[config.mk]
export PLATFORM = sky130hd
export DESIGN_NAME = control_unit
export DESIGN_NICKNAME = d
export VERILOG_FILES = /design/src/rtl/control_unit.sv
export SDC_FILE = /design/constraint.sdc
export NUM_CORES = 1
export LEC_CHECK = 0
export ABC_AREA = 1
export CAP_MARGIN = 10
export CORE_AREA = 2 2 39 41
export CTS_BUF_LIST = sky130_fd_sc_hd__clkbuf_16
export DETAILED_ROUTE_END_ITERATION = 6
export DIE_AREA = 0 0 41 43
export DONT_BUFFER_PORTS = 1
export PLACE_DENSITY = 0.74
export SLEW_MARGIN = 20
export SYNTH_ARGS = -nofsm -noshare
export SYNTH_HDL_FRONTEND = slang
export SYNTH_SLANG_ARGS = --single-unit
export TNS_END_PERCENT = 1
[constraint.sdc]
create_clock -name Clock -period 3 [get_ports Clock]
set_clock_uncertainty 0.2 [all_clocks]
set_input_delay 0.15 -clock Clock [delete_from_list [all_inputs] [get_ports Clock]]
set_output_delay 0.15 -clock Clock [all_outputs]
set_load 0.005 [all_outputs]
[src/rtl/control_unit.sv]
// Hardwired Moore control sequencer: fetch in T0..T2, opcode-dependent execute in T3..T7,
// and a HALT state that only Reset can leave.
module control_unit #(
  parameter logic [4:0] ADD_OP = 5'b00011
) (
  input  logic        Clock,
  input  logic        Reset,
  input  logic [31:0] IRregister,
  input  logic        CON,
  output logic        PCin,
  output logic        MDRin,
  output logic        Zin,
  output logic        Yin,
  output logic        MARin,
  output logic        IRin,
  output logic        CONin,
  output logic        Rin,
  output logic        HIin,
  output logic        LOin,
  output logic        OUTPORTin,
  output logic        PCout,
  output logic        MDRout,
  output logic        ZLOout,
  output logic        ZHIout,
  output logic        HIout,
  output logic        LOout,
  output logic        INPORTout,
  output logic        Cout,
  output logic        Rout,
  output logic        BAout,
  output logic        Gra,
  output logic        Grb,
  output logic        Grc,
  output logic        Read,
  output logic        write,
  output logic        IncPC,
  output logic [4:0]  AluOp,
  output logic        Run
);

  typedef enum logic [3:0] {
    T0   = 4'd0,
    T1   = 4'd1,
    T2   = 4'd2,
    T3   = 4'd3,
    T4   = 4'd4,
    T5   = 4'd5,
    T6   = 4'd6,
    T7   = 4'd7,
    HALT = 4'd8
  } state_t;

  localparam logic [4:0] OP_LD   = 5'b00000;
  localparam logic [4:0] OP_LDI  = 5'b00001;
  localparam logic [4:0] OP_ST   = 5'b00010;
  localparam logic [4:0] OP_ADD  = 5'b00011;
  localparam logic [4:0] OP_SUB  = 5'b00100;
  localparam logic [4:0] OP_AND  = 5'b01010;
  localparam logic [4:0] OP_OR   = 5'b01011;
  localparam logic [4:0] OP_ADDI = 5'b01100;
  localparam logic [4:0] OP_BR   = 5'b10011;
  localparam logic [4:0] OP_JR   = 5'b10100;
  localparam logic [4:0] OP_IN   = 5'b10110;
  localparam logic [4:0] OP_OUT  = 5'b10111;
  localparam logic [4:0] OP_HALT = 5'b11011;

  localparam int B_PCIN      = 0;
  localparam int B_MDRIN     = 1;
  localparam int B_ZIN       = 2;
  localparam int B_YIN       = 3;
  localparam int B_MARIN     = 4;
  localparam int B_IRIN      = 5;
  localparam int B_CONIN     = 6;
  localparam int B_RIN       = 7;
  localparam int B_HIIN      = 8;
  localparam int B_LOIN      = 9;
  localparam int B_OUTPORTIN = 10;
  localparam int B_PCOUT     = 11;
  localparam int B_MDROUT    = 12;
  localparam int B_ZLOOUT    = 13;
  localparam int B_ZHIOUT    = 14;
  localparam int B_HIOUT     = 15;
  localparam int B_LOOUT     = 16;
  localparam int B_INPORTOUT = 17;
  localparam int B_COUT      = 18;
  localparam int B_ROUT      = 19;
  localparam int B_BAOUT     = 20;
  localparam int B_GRA       = 21;
  localparam int B_GRB       = 22;
  localparam int B_GRC       = 23;
  localparam int B_READ      = 24;
  localparam int B_WRITE     = 25;
  localparam int B_INCPC     = 26;

  state_t      state_r;
  state_t      state_next_s;
  logic [4:0]  opcode_s;
  logic [26:0] strobe_s;
  logic [26:0] gated_s;
  logic [4:0]  alu_op_s;
  logic        long_op_s;
  logic        mem_op_s;
  logic        unused_ir_s;

  assign opcode_s    = IRregister[31:27];
  assign unused_ir_s = ^IRregister[26:0];

  // Instruction classes that steer the T3/T5/T6 branch points.
  always_comb begin
    long_op_s = 1'b0;
    mem_op_s  = 1'b0;
    case (opcode_s)
      OP_ADD, OP_SUB, OP_AND, OP_OR, OP_ADDI, OP_LDI, OP_BR: long_op_s = 1'b1;
      OP_LD, OP_ST: begin
        long_op_s = 1'b1;
        mem_op_s  = 1'b1;
      end
      default: long_op_s = 1'b0;
    endcase
  end

  // State register; Reset wins from any state, including HALT.
  always_ff @(posedge Clock) begin
    if (Reset) begin
      state_r <= T0;
    end else begin
      state_r <= state_next_s;
    end
  end

  // Next-state sequencing.
  always_comb begin
    state_next_s = T0;
    case (state_r)
      T0: state_next_s = T1;
      T1: state_next_s = T2;
      T2: state_next_s = T3;
      T3: begin
        if (opcode_s == OP_HALT) begin
          state_next_s = HALT;
        end else if (long_op_s) begin
          state_next_s = T4;
        end else begin
          state_next_s = T0;
        end
      end
      T4: state_next_s = T5;
      T5: begin
        if (mem_op_s || (opcode_s == OP_BR)) begin
          state_next_s = T6;
        end else begin
          state_next_s = T0;
        end
      end
      T6: begin
        if (mem_op_s) begin
          state_next_s = T7;
        end else begin
          state_next_s = T0;
        end
      end
      T7:      state_next_s = T0;
      HALT:    state_next_s = HALT;
      default: state_next_s = T0;
    endcase
  end

  // Moore strobe decode; only the br T6 step also looks at CON.
  always_comb begin
    strobe_s = 27'd0;
    alu_op_s = 5'b00000;
    case (state_r)
      T0: begin
        strobe_s[B_PCOUT] = 1'b1;
        strobe_s[B_MARIN] = 1'b1;
        strobe_s[B_INCPC] = 1'b1;
        strobe_s[B_ZIN]   = 1'b1;
      end
      T1: begin
        strobe_s[B_ZLOOUT] = 1'b1;
        strobe_s[B_PCIN]   = 1'b1;
        strobe_s[B_READ]   = 1'b1;
        strobe_s[B_MDRIN]  = 1'b1;
      end
      T2: begin
        strobe_s[B_MDROUT] = 1'b1;
        strobe_s[B_IRIN]   = 1'b1;
      end
      T3: begin
        case (opcode_s)
          OP_ADD, OP_SUB, OP_AND, OP_OR, OP_ADDI: begin
            strobe_s[B_GRB]  = 1'b1;
            strobe_s[B_ROUT] = 1'b1;
            strobe_s[B_YIN]  = 1'b1;
          end
          OP_LDI, OP_LD, OP_ST: begin
            strobe_s[B_GRB]   = 1'b1;
            strobe_s[B_BAOUT] = 1'b1;
            strobe_s[B_YIN]   = 1'b1;
          end
          OP_BR: begin
            strobe_s[B_GRA]   = 1'b1;
            strobe_s[B_ROUT]  = 1'b1;
            strobe_s[B_CONIN] = 1'b1;
          end
          OP_JR: begin
            strobe_s[B_GRA]  = 1'b1;
            strobe_s[B_ROUT] = 1'b1;
            strobe_s[B_PCIN] = 1'b1;
          end
          OP_IN: begin
            strobe_s[B_INPORTOUT] = 1'b1;
            strobe_s[B_GRA]       = 1'b1;
            strobe_s[B_RIN]       = 1'b1;
          end
          OP_OUT: begin
            strobe_s[B_GRA]       = 1'b1;
            strobe_s[B_ROUT]      = 1'b1;
            strobe_s[B_OUTPORTIN] = 1'b1;
          end
          default: ;
        endcase
      end
      T4: begin
        case (opcode_s)
          OP_ADD, OP_SUB, OP_AND, OP_OR: begin
            strobe_s[B_GRC]  = 1'b1;
            strobe_s[B_ROUT] = 1'b1;
            strobe_s[B_ZIN]  = 1'b1;
            alu_op_s         = opcode_s;
          end
          OP_ADDI, OP_LDI, OP_LD, OP_ST: begin
            strobe_s[B_COUT] = 1'b1;
            strobe_s[B_ZIN]  = 1'b1;
            alu_op_s         = ADD_OP;
          end
          OP_BR: begin
            strobe_s[B_PCOUT] = 1'b1;
            strobe_s[B_YIN]   = 1'b1;
          end
          default: ;
        endcase
      end
      T5: begin
        case (opcode_s)
          OP_ADD, OP_SUB, OP_AND, OP_OR, OP_ADDI, OP_LDI: begin
            strobe_s[B_ZLOOUT] = 1'b1;
            strobe_s[B_GRA]    = 1'b1;
            strobe_s[B_RIN]    = 1'b1;
          end
          OP_LD, OP_ST: begin
            strobe_s[B_ZLOOUT] = 1'b1;
            strobe_s[B_MARIN]  = 1'b1;
          end
          OP_BR: begin
            strobe_s[B_COUT] = 1'b1;
            strobe_s[B_ZIN]  = 1'b1;
            alu_op_s         = ADD_OP;
          end
          default: ;
        endcase
      end
      T6: begin
        case (opcode_s)
          OP_LD: begin
            strobe_s[B_READ]  = 1'b1;
            strobe_s[B_MDRIN] = 1'b1;
          end
          OP_ST: begin
            strobe_s[B_GRA]   = 1'b1;
            strobe_s[B_ROUT]  = 1'b1;
            strobe_s[B_MDRIN] = 1'b1;
          end
          OP_BR: begin
            if (CON) begin
              strobe_s[B_ZLOOUT] = 1'b1;
              strobe_s[B_PCIN]   = 1'b1;
            end else begin
              strobe_s[B_PCIN] = 1'b0;
            end
          end
          default: ;
        endcase
      end
      T7: begin
        case (opcode_s)
          OP_LD: begin
            strobe_s[B_MDROUT] = 1'b1;
            strobe_s[B_GRA]    = 1'b1;
            strobe_s[B_RIN]    = 1'b1;
          end
          OP_ST:   strobe_s[B_WRITE] = 1'b1;
          default: ;
        endcase
      end
      HALT:    strobe_s = 27'd0;
      default: strobe_s = 27'd0;
    endcase
  end

  // Reset suppresses every strobe immediately, without waiting for an edge.
  assign gated_s = strobe_s & {27{~Reset}};
  assign AluOp   = Reset ? 5'b00000 : alu_op_s;
  assign Run     = Reset | (state_r != HALT);

  assign PCin      = gated_s[B_PCIN];
  assign MDRin     = gated_s[B_MDRIN];
  assign Zin       = gated_s[B_ZIN];
  assign Yin       = gated_s[B_YIN];
  assign MARin     = gated_s[B_MARIN];
  assign IRin      = gated_s[B_IRIN];
  assign CONin     = gated_s[B_CONIN];
  assign Rin       = gated_s[B_RIN];
  assign HIin      = gated_s[B_HIIN];
  assign LOin      = gated_s[B_LOIN];
  assign OUTPORTin = gated_s[B_OUTPORTIN];
  assign PCout     = gated_s[B_PCOUT];
  assign MDRout    = gated_s[B_MDROUT];
  assign ZLOout    = gated_s[B_ZLOOUT];
  assign ZHIout    = gated_s[B_ZHIOUT];
  assign HIout     = gated_s[B_HIOUT];
  assign LOout     = gated_s[B_LOOUT];
  assign INPORTout = gated_s[B_INPORTOUT];
  assign Cout      = gated_s[B_COUT];
  assign Rout      = gated_s[B_ROUT];
  assign BAout     = gated_s[B_BAOUT];
  assign Gra       = gated_s[B_GRA];
  assign Grb       = gated_s[B_GRB];
  assign Grc       = gated_s[B_GRC];
  assign Read      = gated_s[B_READ];
  assign write     = gated_s[B_WRITE];
  assign IncPC     = gated_s[B_INCPC];

endmodule

==> results.json <==
{
  "met3_usage_pct": 4.19,
  "fin_ws_ps": 1180,
  "crit_required_ps": 2650,
  "core_sq_um": 1380,
  "area_growth_pct": 11.0,
  "cts_tree": "built",
  "numCtsBuffers": 3,
  "drc": 0,
  "grt_max_degree": 13,
  "finalSetupViolations": 0,
  "yosysMostFrequentCell": "nor2_1",
  "grt_overflow_total": 0,
  "drt_iter0_markers": 31,
  "ys_ff_latch": 4,
  "drive_gt1_share_pct": 15.3,
  "busiest_layer": "met2",
  "cts.sinks": 4,
  "dieArea_sq_um": 1760,
  "grt_util_met2_pct": 37.2,
  "firstDrtPassIters": 4,
  "path_delay_family": "simple AND/OR/NAND/NOR gates",
  "grt_usage_pct": 23.6,
  "wirelength_mm": 1.99,
  "globalplace.congestion": 0.849,
  "hold_path.class": "input pin to flop",
  "fmax_mhz": 548,
  "crit_path_end_kind": "output pin",
  "dp_slack_ps": 1460,
  "final.period_utilization_pct": 60.8,
  "grt_pass1_vias": 730,
  "multi_input_area_sq_um": 547,
  "num_vias": 907,
  "ys.flop_type": "dfxtp_1",
  "syn_area_sq_um": 773,
  "largestRegisters": "state_r (4)",
  "synth-edff-count": 0,
  "final_hold_viol_count": 0,
  "path_cells": "inv_1 > nand2_1 > inv_1 > nand3_1 > nor2_2 > a21oi_1 > nand2_1 > nand2_1 > nor2_1",
  "ys_seq_area_share_pct": 10.4,
  "synth_top_area_share_pct": 16.0,
  "post_cts_buffers": 0,
  "final_nets": 194,
  "start_util_pct": 55.9,
  "crit_fanout": 5,
  "cpMostUsedCell": "nand2_1",
  "syn_inst": 154,
  "drv_cap": 0,
  "powerDensity_nw_per_um2": 383,
  "synth_area_per_cell_sq_um": 5.02,
  "drt-wirelength-per-cell_um": 11.5,
  "worst-setup-path-type": "flop to output pin",
  "diodes": 0,
  "clk_latency_ps": 230,
  "rsz0062_at_grt": "no",
  "dieHeight_um": 43,
  "antenna_found_initial": 0,
  "clock_path_buffers": 2,
  "max_stage_delay_ps": 300,
  "status": "completed",
  "top_register": "state_r",
  "async_flop_share_pct": 0,
  "cts_max_level": 1,
  "use_met1_pct": 29.9,
  "fillers": 151,
  "dieWidth_um": 41,
  "fin_tns_setup_ps": 0,
  "power_leakage_nw": 0.478,
  "drv_slew": 0,
  "worst_setup_hold_path_clk_slew_ps": 30,
  "root_buffer": "clkbuf_16",
  "ys_types": 24,
  "synthTopCellsByArea": "nor2_1 16%, nand2_1 13%, inv_1 11%",
  "ioPinCount": 68,
  "yosysWarnings": 0,
  "slowest_stage": "dfxtp_1",
  "largest_register_ff_count": 4,
  "synth_top_area_cell": "nor2_1",
  "synth_commonest_cells": "33 x nor2_1, 27 x nand2_1, 23 x inv_1",
  "seqCellArea_sq_um": 80.1,
  "avgViaCountPerCell": 5.24,
  "drtAntennaViolNets": 0,
  "power_w": 0.000329,
  "port_buffers": 0,
  "grt_first_pass_wirelength_mm": 2.90,
  "fin_crit_ps": 1820,
  "dpl.hpwl_mm": 1.56,
  "arrival_ps": 1470,
  "vdd_drop_max_mv": 0.369,
  "critPathLaunchType": "flop",
  "rows": 14,
  "cp.buffers_inverters": 2
}
power breakdown:
part	internal (W)	leakage [nW]	switching, W
sequential	0.0000563	0.0328	0.00000343
combinational	0.0000190	0.408	0.0000417
clock	0.000170	0.0370	0.0000384
total	0.000246	0.478	0.0000835
cell type report:
| class | instances | share of cell area (%) |
|---|---|---|
| multi-input combinational | 117 | 63.7 |
| timing repair buffer | 2 | 2.33 |
| sequential | 4 | 9.33 |
| inverter | 31 | 13.6 |
| clock buffer | 3 | 8.75 |
| tap | 16 | 2.33 |
per-stage QoR:
step / hold slack [ps] / instance area, sq um / utilization (%) / cells
after floorplan: 126 / 792 / - / 159
after global placement: 23.3 / 763 / 55.2 / 168
after detailed placement: 24.1 / 763 / 55.2 / 168
after CTS: 33.2 / 858 / 62.0 / 173
after global routing: 57.3 / 858 / 62.0 / 173
final: 33.1 / 858 / 62.0 / 173
cell usage in the layout (no fill, tap or decap):
| cell type | instances |
|---|---|
| nor2_1 | 33 |
| nand2_1 | 27 |
| inv_1 | 23 |
| nand3_1 | 12 |
| inv_2 | 7 |
| nor2_2 | 7 |
| o21ai_0 | 7 |
| a21oi_1 | 6 |
| conb_1 | 6 |
| nand2_2 | 4 |
| dfxtp_1 | 4 |
| nor3_1 | 3 |
| o21ai_1 | 3 |
| clkbuf_16 | 3 |
| o21bai_1 | 2 |
| dlygate4sd3_1 | 2 |
| nor2_4 | 1 |
| nand3_2 | 1 |
| clkinv_1 | 1 |
| o21ai_2 | 1 |
| o21a_1 | 1 |
| nand4_1 | 1 |
| nor3b_1 | 1 |
| a41oi_1 | 1 |
layer usage:
layer / routed length (um) / part of all wire, %
met5: 0 / 0
met1: 860 / 43
met3: 86 / 4.3
met2: 1020 / 51
met4: 19 / 0.96
final timing paths:
| kind | start | to | slack (ps) | cells after the start |
|---|---|---|---|---|
| hold / removal | Reset | state_r[1]$_SDFF_PP0_ | 30 | 3 |
| setup / recovery | state_r[3]$_SDFF_PP0_ | AluOp[1] | 1180 | 9 |
| setup reg to reg | state_r[3]$_SDFF_PP0_ | state_r[2]$_SDFF_PP0_ | 1590 | 7 |
| hold reg to reg | state_r[0]$_SDFF_PP0_ | state_r[0]$_SDFF_PP0_ | 470 | 3 |
repair_timing:
action | CTS | global route
resized for setup | 0 | 0
hold buffers | 2 | 0
hold endpoints to repair | 2 | 0
worst register-to-register path, delay by kind of cell (launching register included):
kind	cells	cell delay, ps
flops	1	300
buf+inv	2	160
compound gates	2	350
simple gates	3	320
cells by family after synthesis:
| group | count (synthesis) | share of synthesized area (%) |
|---|---|---|
| buf+inv | 38 | 21.4 |
| flops | 4 | 10.4 |
| simple gates | 90 | 52.3 |
| compound gates | 21 | 15.5 |
| other cells | 1 | 0.485 |
Power figures use the tool's default switching activity.
